--- src/rtl/add_arbiter_pkg.sv ---
// Shared types and constants for the add_arbiter block: FSM encoding, default
// sizes and the round-robin index helper.
package add_arbiter_pkg;

  localparam int DEF_N_REQ = 4;
  localparam int DEF_WIDTH = 64;

  localparam logic [1:0] IDLE = 2'd0;
  localparam logic [1:0] CALC = 2'd1;
  localparam logic [1:0] SEND = 2'd2;

  typedef enum logic [1:0] {
    ST_IDLE = IDLE,
    ST_CALC = CALC,
    ST_SEND = SEND
  } state_e;

  // (base + off) folded back into 0..n-1; off never exceeds n.
  function automatic int wrap_idx(input int base, input int off, input int n);
    int s;
    s = base + off;
    return (s >= n) ? s - n : s;
  endfunction

endpackage

--- src/rtl/add_arbiter_if.sv ---
// Requester and result buses of add_arbiter. master = requesters/consumer,
// slave = the arbiter.
interface add_arbiter_if #(
  parameter int N_REQ = 4,
  parameter int WIDTH = 64
);
  // Handshake: a transfer happens on a rising clk edge where valid and ready are
  // both high; a source holds valid and its payload until that edge, and ready
  // may depend combinationally on valid.
  logic [N_REQ-1:0]            req_valid;
  logic [N_REQ-1:0]            req_ready;
  logic [N_REQ-1:0][WIDTH-1:0] req_a;
  logic [N_REQ-1:0][WIDTH-1:0] req_b;
  logic                        res_valid;
  logic                        res_ready;
  logic [WIDTH-1:0]            res_data;
  logic [$clog2(N_REQ)-1:0]    res_id;

  modport master (
    output req_valid, req_a, req_b, res_ready,
    input  req_ready, res_valid, res_data, res_id
  );

  modport slave (
    input  req_valid, req_a, req_b, res_ready,
    output req_ready, res_valid, res_data, res_id
  );
endinterface

--- src/rtl/add_arbiter_adder.sv ---
// Combinational WIDTH-bit adder; the carry-out is dropped (sum mod 2^WIDTH).
module add_arbiter_adder #(
  parameter int WIDTH = 64
) (
  input  logic [WIDTH-1:0] a,
  input  logic [WIDTH-1:0] b,
  output logic [WIDTH-1:0] out
);
  assign out = a + b;
endmodule

--- src/rtl/add_arbiter.sv ---
// N_REQ-way arbiter in front of one shared adder: IDLE grants, CALC adds, SEND
// holds the result. `define ADD_ARBITER_FIXED_PRIO_EN for fixed priority.
module add_arbiter
  import add_arbiter_pkg::*;
#(
  parameter int N_REQ = DEF_N_REQ,
  parameter int WIDTH = DEF_WIDTH
) (
  input  logic          clk,
  input  logic          rst,
  add_arbiter_if.slave  bus,
  output state_e        dbg_state
);
  localparam int IDW = $clog2(N_REQ);

  logic [1:0]       state;
  logic [IDW-1:0]   win_idx;
  logic             win_found;
  logic             accept;
  logic [WIDTH-1:0] op_a;
  logic [WIDTH-1:0] op_b;
  logic [IDW-1:0]   op_id;
  logic [WIDTH-1:0] sum;
  logic             res_valid_q;
  logic [WIDTH-1:0] res_data_q;
  logic [IDW-1:0]   res_id_q;

`ifdef ADD_ARBITER_FIXED_PRIO_EN
  always_comb begin
    win_idx   = '0;
    win_found = 1'b0;
    for (int k = N_REQ - 1; k >= 0; k--) begin
      if (bus.req_valid[IDW'(k)]) begin
        win_idx   = IDW'(k);
        win_found = 1'b1;
      end
    end
  end
`else
  logic [IDW-1:0] ptr;

  // Scan from farthest to nearest so the first valid index after ptr wins.
  always_comb begin
    int j;
    j         = 0;
    win_idx   = '0;
    win_found = 1'b0;
    for (int k = N_REQ; k >= 1; k--) begin
      j = wrap_idx(int'(ptr), k, N_REQ);
      if (bus.req_valid[IDW'(j)]) begin
        win_idx   = IDW'(j);
        win_found = 1'b1;
      end
    end
  end

  always_ff @(posedge clk or posedge rst) begin
    if (rst) begin
      ptr <= IDW'(N_REQ - 1);
    end else if (accept) begin
      ptr <= win_idx;
    end
  end
`endif

  assign accept        = (state == IDLE) && win_found && !rst;
  assign bus.req_ready = accept ? ({{(N_REQ-1){1'b0}}, 1'b1} << win_idx) : '0;

  add_arbiter_adder #(.WIDTH(WIDTH)) u_adder (
    .a   (op_a),
    .b   (op_b),
    .out (sum)
  );

  always_ff @(posedge clk or posedge rst) begin
    if (rst) begin
      state       <= IDLE;
      op_a        <= '0;
      op_b        <= '0;
      op_id       <= '0;
      res_valid_q <= 1'b0;
      res_data_q  <= '0;
      res_id_q    <= '0;
    end else begin
      case (state)
        IDLE: begin
          if (accept) begin
            op_a  <= bus.req_a[win_idx];
            op_b  <= bus.req_b[win_idx];
            op_id <= win_idx;
            state <= CALC;
          end
        end
        CALC: begin
          res_data_q  <= sum;
          res_id_q    <= op_id;
          res_valid_q <= 1'b1;
          state       <= SEND;
        end
        SEND: begin
          if (bus.res_ready) begin
            res_valid_q <= 1'b0;
            state       <= IDLE;
          end
        end
        default: state <= IDLE;
      endcase
    end
  end

  assign bus.res_valid = res_valid_q;
  assign bus.res_data  = res_data_q;
  assign bus.res_id    = res_id_q;
  assign dbg_state     = state_e'(state);

endmodule

--- src/flat_wrapper.sv ---
// flat-port wrapper written by rule: the top's interface ports become plain ports
module add_arbiter_flat import add_arbiter_pkg::*;
#(
  parameter int N_REQ = DEF_N_REQ,
  parameter int WIDTH = DEF_WIDTH
)
  (clk, rst, dbg_state, bus_req_valid, bus_req_a, bus_req_b, bus_res_ready, bus_req_ready, bus_res_valid, bus_res_data, bus_res_id);
  add_arbiter_if #(.N_REQ(N_REQ), .WIDTH(WIDTH)) bus_i ();
  input  logic clk;
  input  logic rst;
  output state_e dbg_state;
  input wire logic [$bits(bus_i.req_valid)-1:0] bus_req_valid;
  input wire logic [$bits(bus_i.req_a)-1:0] bus_req_a;
  input wire logic [$bits(bus_i.req_b)-1:0] bus_req_b;
  input wire logic [$bits(bus_i.res_ready)-1:0] bus_res_ready;
  output wire logic [$bits(bus_i.req_ready)-1:0] bus_req_ready;
  output wire logic [$bits(bus_i.res_valid)-1:0] bus_res_valid;
  output wire logic [$bits(bus_i.res_data)-1:0] bus_res_data;
  output wire logic [$bits(bus_i.res_id)-1:0] bus_res_id;
  assign bus_i.req_valid = bus_req_valid;
  assign bus_i.req_a = bus_req_a;
  assign bus_i.req_b = bus_req_b;
  assign bus_i.res_ready = bus_res_ready;
  assign bus_req_ready = bus_i.req_ready;
  assign bus_res_valid = bus_i.res_valid;
  assign bus_res_data = bus_i.res_data;
  assign bus_res_id = bus_i.res_id;
  add_arbiter #(.N_REQ(N_REQ), .WIDTH(WIDTH)) u_core (.clk(clk), .rst(rst), .bus(bus_i), .dbg_state(dbg_state));
endmodule
--- config.mk ---
export PLATFORM = sky130hd
export DESIGN_NAME = add_arbiter_flat
export DESIGN_NICKNAME = d
export VERILOG_FILES = /design/src/rtl/add_arbiter_pkg.sv /design/src/rtl/add_arbiter_if.sv /design/src/rtl/add_arbiter_adder.sv /design/src/rtl/add_arbiter.sv /design/src/flat_wrapper.sv
export SDC_FILE = /design/constraint.sdc
export NUM_CORES = 1
export LEC_CHECK = 0
export CORE_AREA = 2 2 231 233
export DETAILED_ROUTE_END_ITERATION = 10
export DIE_AREA = 0 0 233 235
export PLACE_DENSITY = 0.59
export SLEW_MARGIN = 20
export SYNTH_ARGS = -nofsm -noshare
export SYNTH_HDL_FRONTEND = slang
export SYNTH_SLANG_ARGS = --single-unit
--- constraint.sdc ---
create_clock -name clk -period 16.7 [get_ports clk]
set_input_delay 2.505 -clock clk [delete_from_list [all_inputs] [get_ports clk]]
set_output_delay 2.505 -clock clk [all_outputs]
set_load 0.02 [all_outputs]
==> impl_metrics.py <==
metrics = {
    "critical_path": {
        "cp.required_ns": 14.20,
        "crit_chain": "clkdlybuf4s50_1 -> nor4_1 -> or4_4 -> buf_4 -> clkinv_1 -> nand2_1 -> nor2_1 -> clkdlybuf4s50_1",
        "crit_path_end_kind": "output pin",
        "crit_top_cell": "clkdlybuf4s50_1",
        "worstPathMaxFanout": 63,
        "start_kind": "input pin",
        "cp_slowest_cell": "clkdlybuf4s50_1",
        "rr_worst_depth": 11,
        "cp_num_buf_inv": 4,
        "arrival_ns": 5.36,
        "timing.rr.start": "u_core.ptr[0]$_DFFE_PP1P_",
        "cp_slowest_stage_delay_ns": 0.59,
        "reg2reg_to": "u_core.op_b[31]$_DFFE_PP0P_",
        "crit_family": "buffers and inverters",
        "reg2reg_slack_ns": 12.71,
        "critPathKind": "input pin to output pin",
    },
    "power_and_ir_drop": {
        "ir_worst_vdd_v": 0.000138,
        "p_comb_frac": 0.650,
        "power_density_mw_per_mm2": 185,
        "power.internal_uw": 2080,
        "p_sw_uw": 2030,
        "p_clk_frac": 0.132,
        "seq_power_share": 0.218,
        "p_sw_frac": 0.494,
        "p_leak_uw": 0.0101,
    },
    "timing": {
        "relSlewSlack": 0.328,
        "slew_violations": 0,
        "period_minus_slack_ns": 7.86,
        "setup_viol": 0,
        "fmax_ghz": 0.127,
        "fin_setup_tns_ns": 0,
        "worst_slew_pin_slew_ns": 1.01,
        "clock_skew_ns": 0.0119,
        "rsz0062_at_grt": "false",
        "hold_viol_final": 0,
        "fin_crit_sh": 0.471,
    },
    "routing": {
        "drc": 0,
        "first_pass_iters": 4,
        "num_vias": 17200,
        "drtIter0Drc": 1041,
        "wl_mm": 60.0,
        "final_antenna_net_count": 0,
        "wire_per_inst_um": 17.5,
        "detail_route.vias_per_cell": 5.01,
    },
    "cts": {
        "clk_latency_ns": 0.54,
        "path_clk_slew_ns": 0.05,
        "cts_sinks": 201,
        "cts_tree": "done",
        "clockBufferDepth": 3,
        "cts_resized": 0,
        "post_cts_buffers": 0,
        "h-tree-depth": 1,
        "cts_buffers": 25,
        "cts.hold.buffers_added": 0,
        "root_buffer": "clkbuf_16",
    },
    "logic_synthesis": {
        "synth-async-reset-ratio": 1.00,
        "yosysWarnings": 0,
        "synth_cells": 2256,
        "synth_cell_types": 69,
        "synth_flop_cell": "dfrtp_1",
        "netlist_area_mm2": 0.0151,
        "synth.largest_area_cell": "dfrtp_1",
        "ys_seq_area_frac": 0.333,
        "syn_nets": 2839,
        "synthTopCellsByArea": "dfrtp_1, nand2_1, o21ai_0",
        "syn_avg_cell_area_um2": 6.70,
        "ys_ff_latch": 201,
        "synth_top_area_frac": 0.330,
        "synth_edf_count": 0,
    },
    "global_routing": {
        "grt_max_degree": 171,
        "met2_usage": 0.361,
        "use_met3": 0.0373,
        "grt_pass1_wl_mm": 92.5,
        "grt_pass1_vias": 16900,
        "antenna_found_initial": 1,
        "top_usage_layer": "met2",
        "grt_util_met1": 0.268,
        "grt-ovfl-total": 0,
        "track_usage": 0.212,
    },
    "floorplan": {
        "pin_count": 592,
        "die_area_mm2": 0.0548,
        "die_x_um": 233,
        "coreArea_mm2": 0.0522,
        "fp.dieH_um": 235,
        "rows": 84,
        "initial_core_util": 0.289,
    },
    "final_layout": {
        "layout_commonest_cell": "nand2_1",
        "final_cell_mix": "nand2_1, clkdlybuf4s50_1, o21ai_0",
        "final_cell_count_no_fill": 3426,
        "num-fill-cells": 5435,
        "utilization": 0.426,
        "area_growth_pct": 47.2,
        "nets": 3306,
        "layout-drive-gt1-share": 0.0256,
    },
    "worst_hold_path": {
        "whs_endpoint": "u_core.bus.res_data[28]$_DFFE_PP0P_",
        "min_delay_path_depth": 2,
        "holdCritPathClass": "flop to flop",
        "min-delay-start": "u_core.bus.res_data[28]$_DFFE_PP0P_",
    },
    "placement": {
        "place.gp.congestion": 0.886,
        "dp_hpwl_mm": 46.9,
        "dpl.cell_count": 3384,
        "port_buffers": 591,
    },
    "job": {
        "max_cap_violations": 0,
    },
    "outcome": {
        "status": "finished clean",
    },
}
## power groups by stage
| stage | Sequential, µW | Clock [µW] | Combinational (µW) |
|---|---|---|---|
| 3_5_place_dp | 906 | 0 | 2660 |
| 5_1_grt | 928 | 577 | 2990 |
| 2_1_floorplan | 941 | 0 | 1740 |
| 4_1_cts | 901 | 558 | 2670 |
| 3_3_place_gp | 900 | 0 | 2630 |
| 6_report | 897 | 542 | 2670 |
## registers in the layout, summed over array words and instances (netlist names)
register              flops
u_core.op_a              64
u_core.op_b              64
u_core.ptr                2
u_core.bus.res_data      64
u_core.dbg_state          2
u_core.op_id              2
u_core.bus.res_id         2
u_core.bus.res_valid      1
## per-stage QoR
| step | power [µW] | hold slack, ns | setup slack, ns | cell area (µm²) |
|---|---|---|---|---|
| floorplan | 2680 | 0.439 | 8.72 | 15100 |
| global placement | 3530 | 0.451 | 8.89 | 21400 |
| detailed placement | 3570 | 0.463 | 8.81 | 21400 |
| CTS | 4130 | 0.482 | 8.81 | 22200 |
| global route | 4490 | 0.497 | 8.62 | 22200 |
| finish | 4110 | 0.474 | 8.84 | 22200 |
## metal layers
| layer | wire [µm] | share of wire |
|---|---|---|
| met2 | 28400 | 0.47 |
| met1 | 25500 | 0.43 |
| met3 | 3810 | 0.063 |
| met5 | 0 | 0 |
| met4 | 2230 | 0.037 |
## kinds of logic (layout without fill, tap and decap cells)
logic type	count (synthesis)	count (layout)	synth area share
multiplexers	4	4	0.00273
buffers and inverters	190	671	0.0478
AND/OR/NAND/NOR	1195	1195	0.325
flip-flops	201	201	0.333
adder cells (fa/ha/maj)	64	64	0.0535
AO/OA/AOI/OAI	556	556	0.211
other	0	1	0
XOR/XNOR	46	46	0.0267
## how the worst max path moves through the flow
| stage | startpoint | end | cells after the start | slack (ns) |
|---|---|---|---|---|
| floorplan | rst | u_core.bus.res_data[0]$_DFFE_PP0P_ | 1 | 8.72 |
| global placement | bus_req_valid[0] | bus_req_ready[2] | 8 | 8.89 |
| detailed placement | bus_req_valid[0] | bus_req_ready[2] | 8 | 8.81 |
| CTS | bus_req_valid[0] | bus_req_ready[2] | 8 | 8.81 |
| global route | bus_req_valid[0] | bus_req_ready[3] | 8 | 8.62 |
| finish | bus_req_valid[0] | bus_req_ready[2] | 8 | 8.84 |
## cell usage after synthesis (3+ instances only)
cell	n
a211oi_1	7
o31a_1	3
a21boi_1	3
xor2_1	21
o21ai_1	16
nor2_1	45
clkbuf_1	151
nor3_1	22
o21bai_1	15
xnor2_1	25
o21a_1	12
nor2b_1	6
or4_1	3
o211ai_1	9
a21oi_1	80
and4_1	3
or3_1	4
a21o_1	39
o21ai_0	319
o31ai_1	10
dfrtp_1	199
and2_1	3
inv_1	23
mux2i_1	3
buf_1	13
nand4_1	27
a31oi_1	8
nand3_1	154
nand2b_1	8
a211o_1	5
and3_1	9
nand2_1	902
ha_1	63
## worst register-to-register path, delay by kind of cell, from the launching register on
| family | cells | cell delay (ns) |
|---|---|---|
| buf+inv | 4 | 1.88 |
| compound gates | 5 | 1.13 |
| flops | 1 | 0.55 |
| simple gates | 2 | 0.34 |
## cell type report
cell class	count	area, µm²	area share
multi-input combinational	1865	9400	0.423
timing repair buffer	606	6040	0.272
sequential	201	5030	0.226
tap	688	861	0.0387
clock buffer	34	709	0.0319
inverter	24	103	0.00461
clock inverter	7	88.8	0.00400
antenna	1	2.50	0.000113
Power figures use the tool's default switching activity.
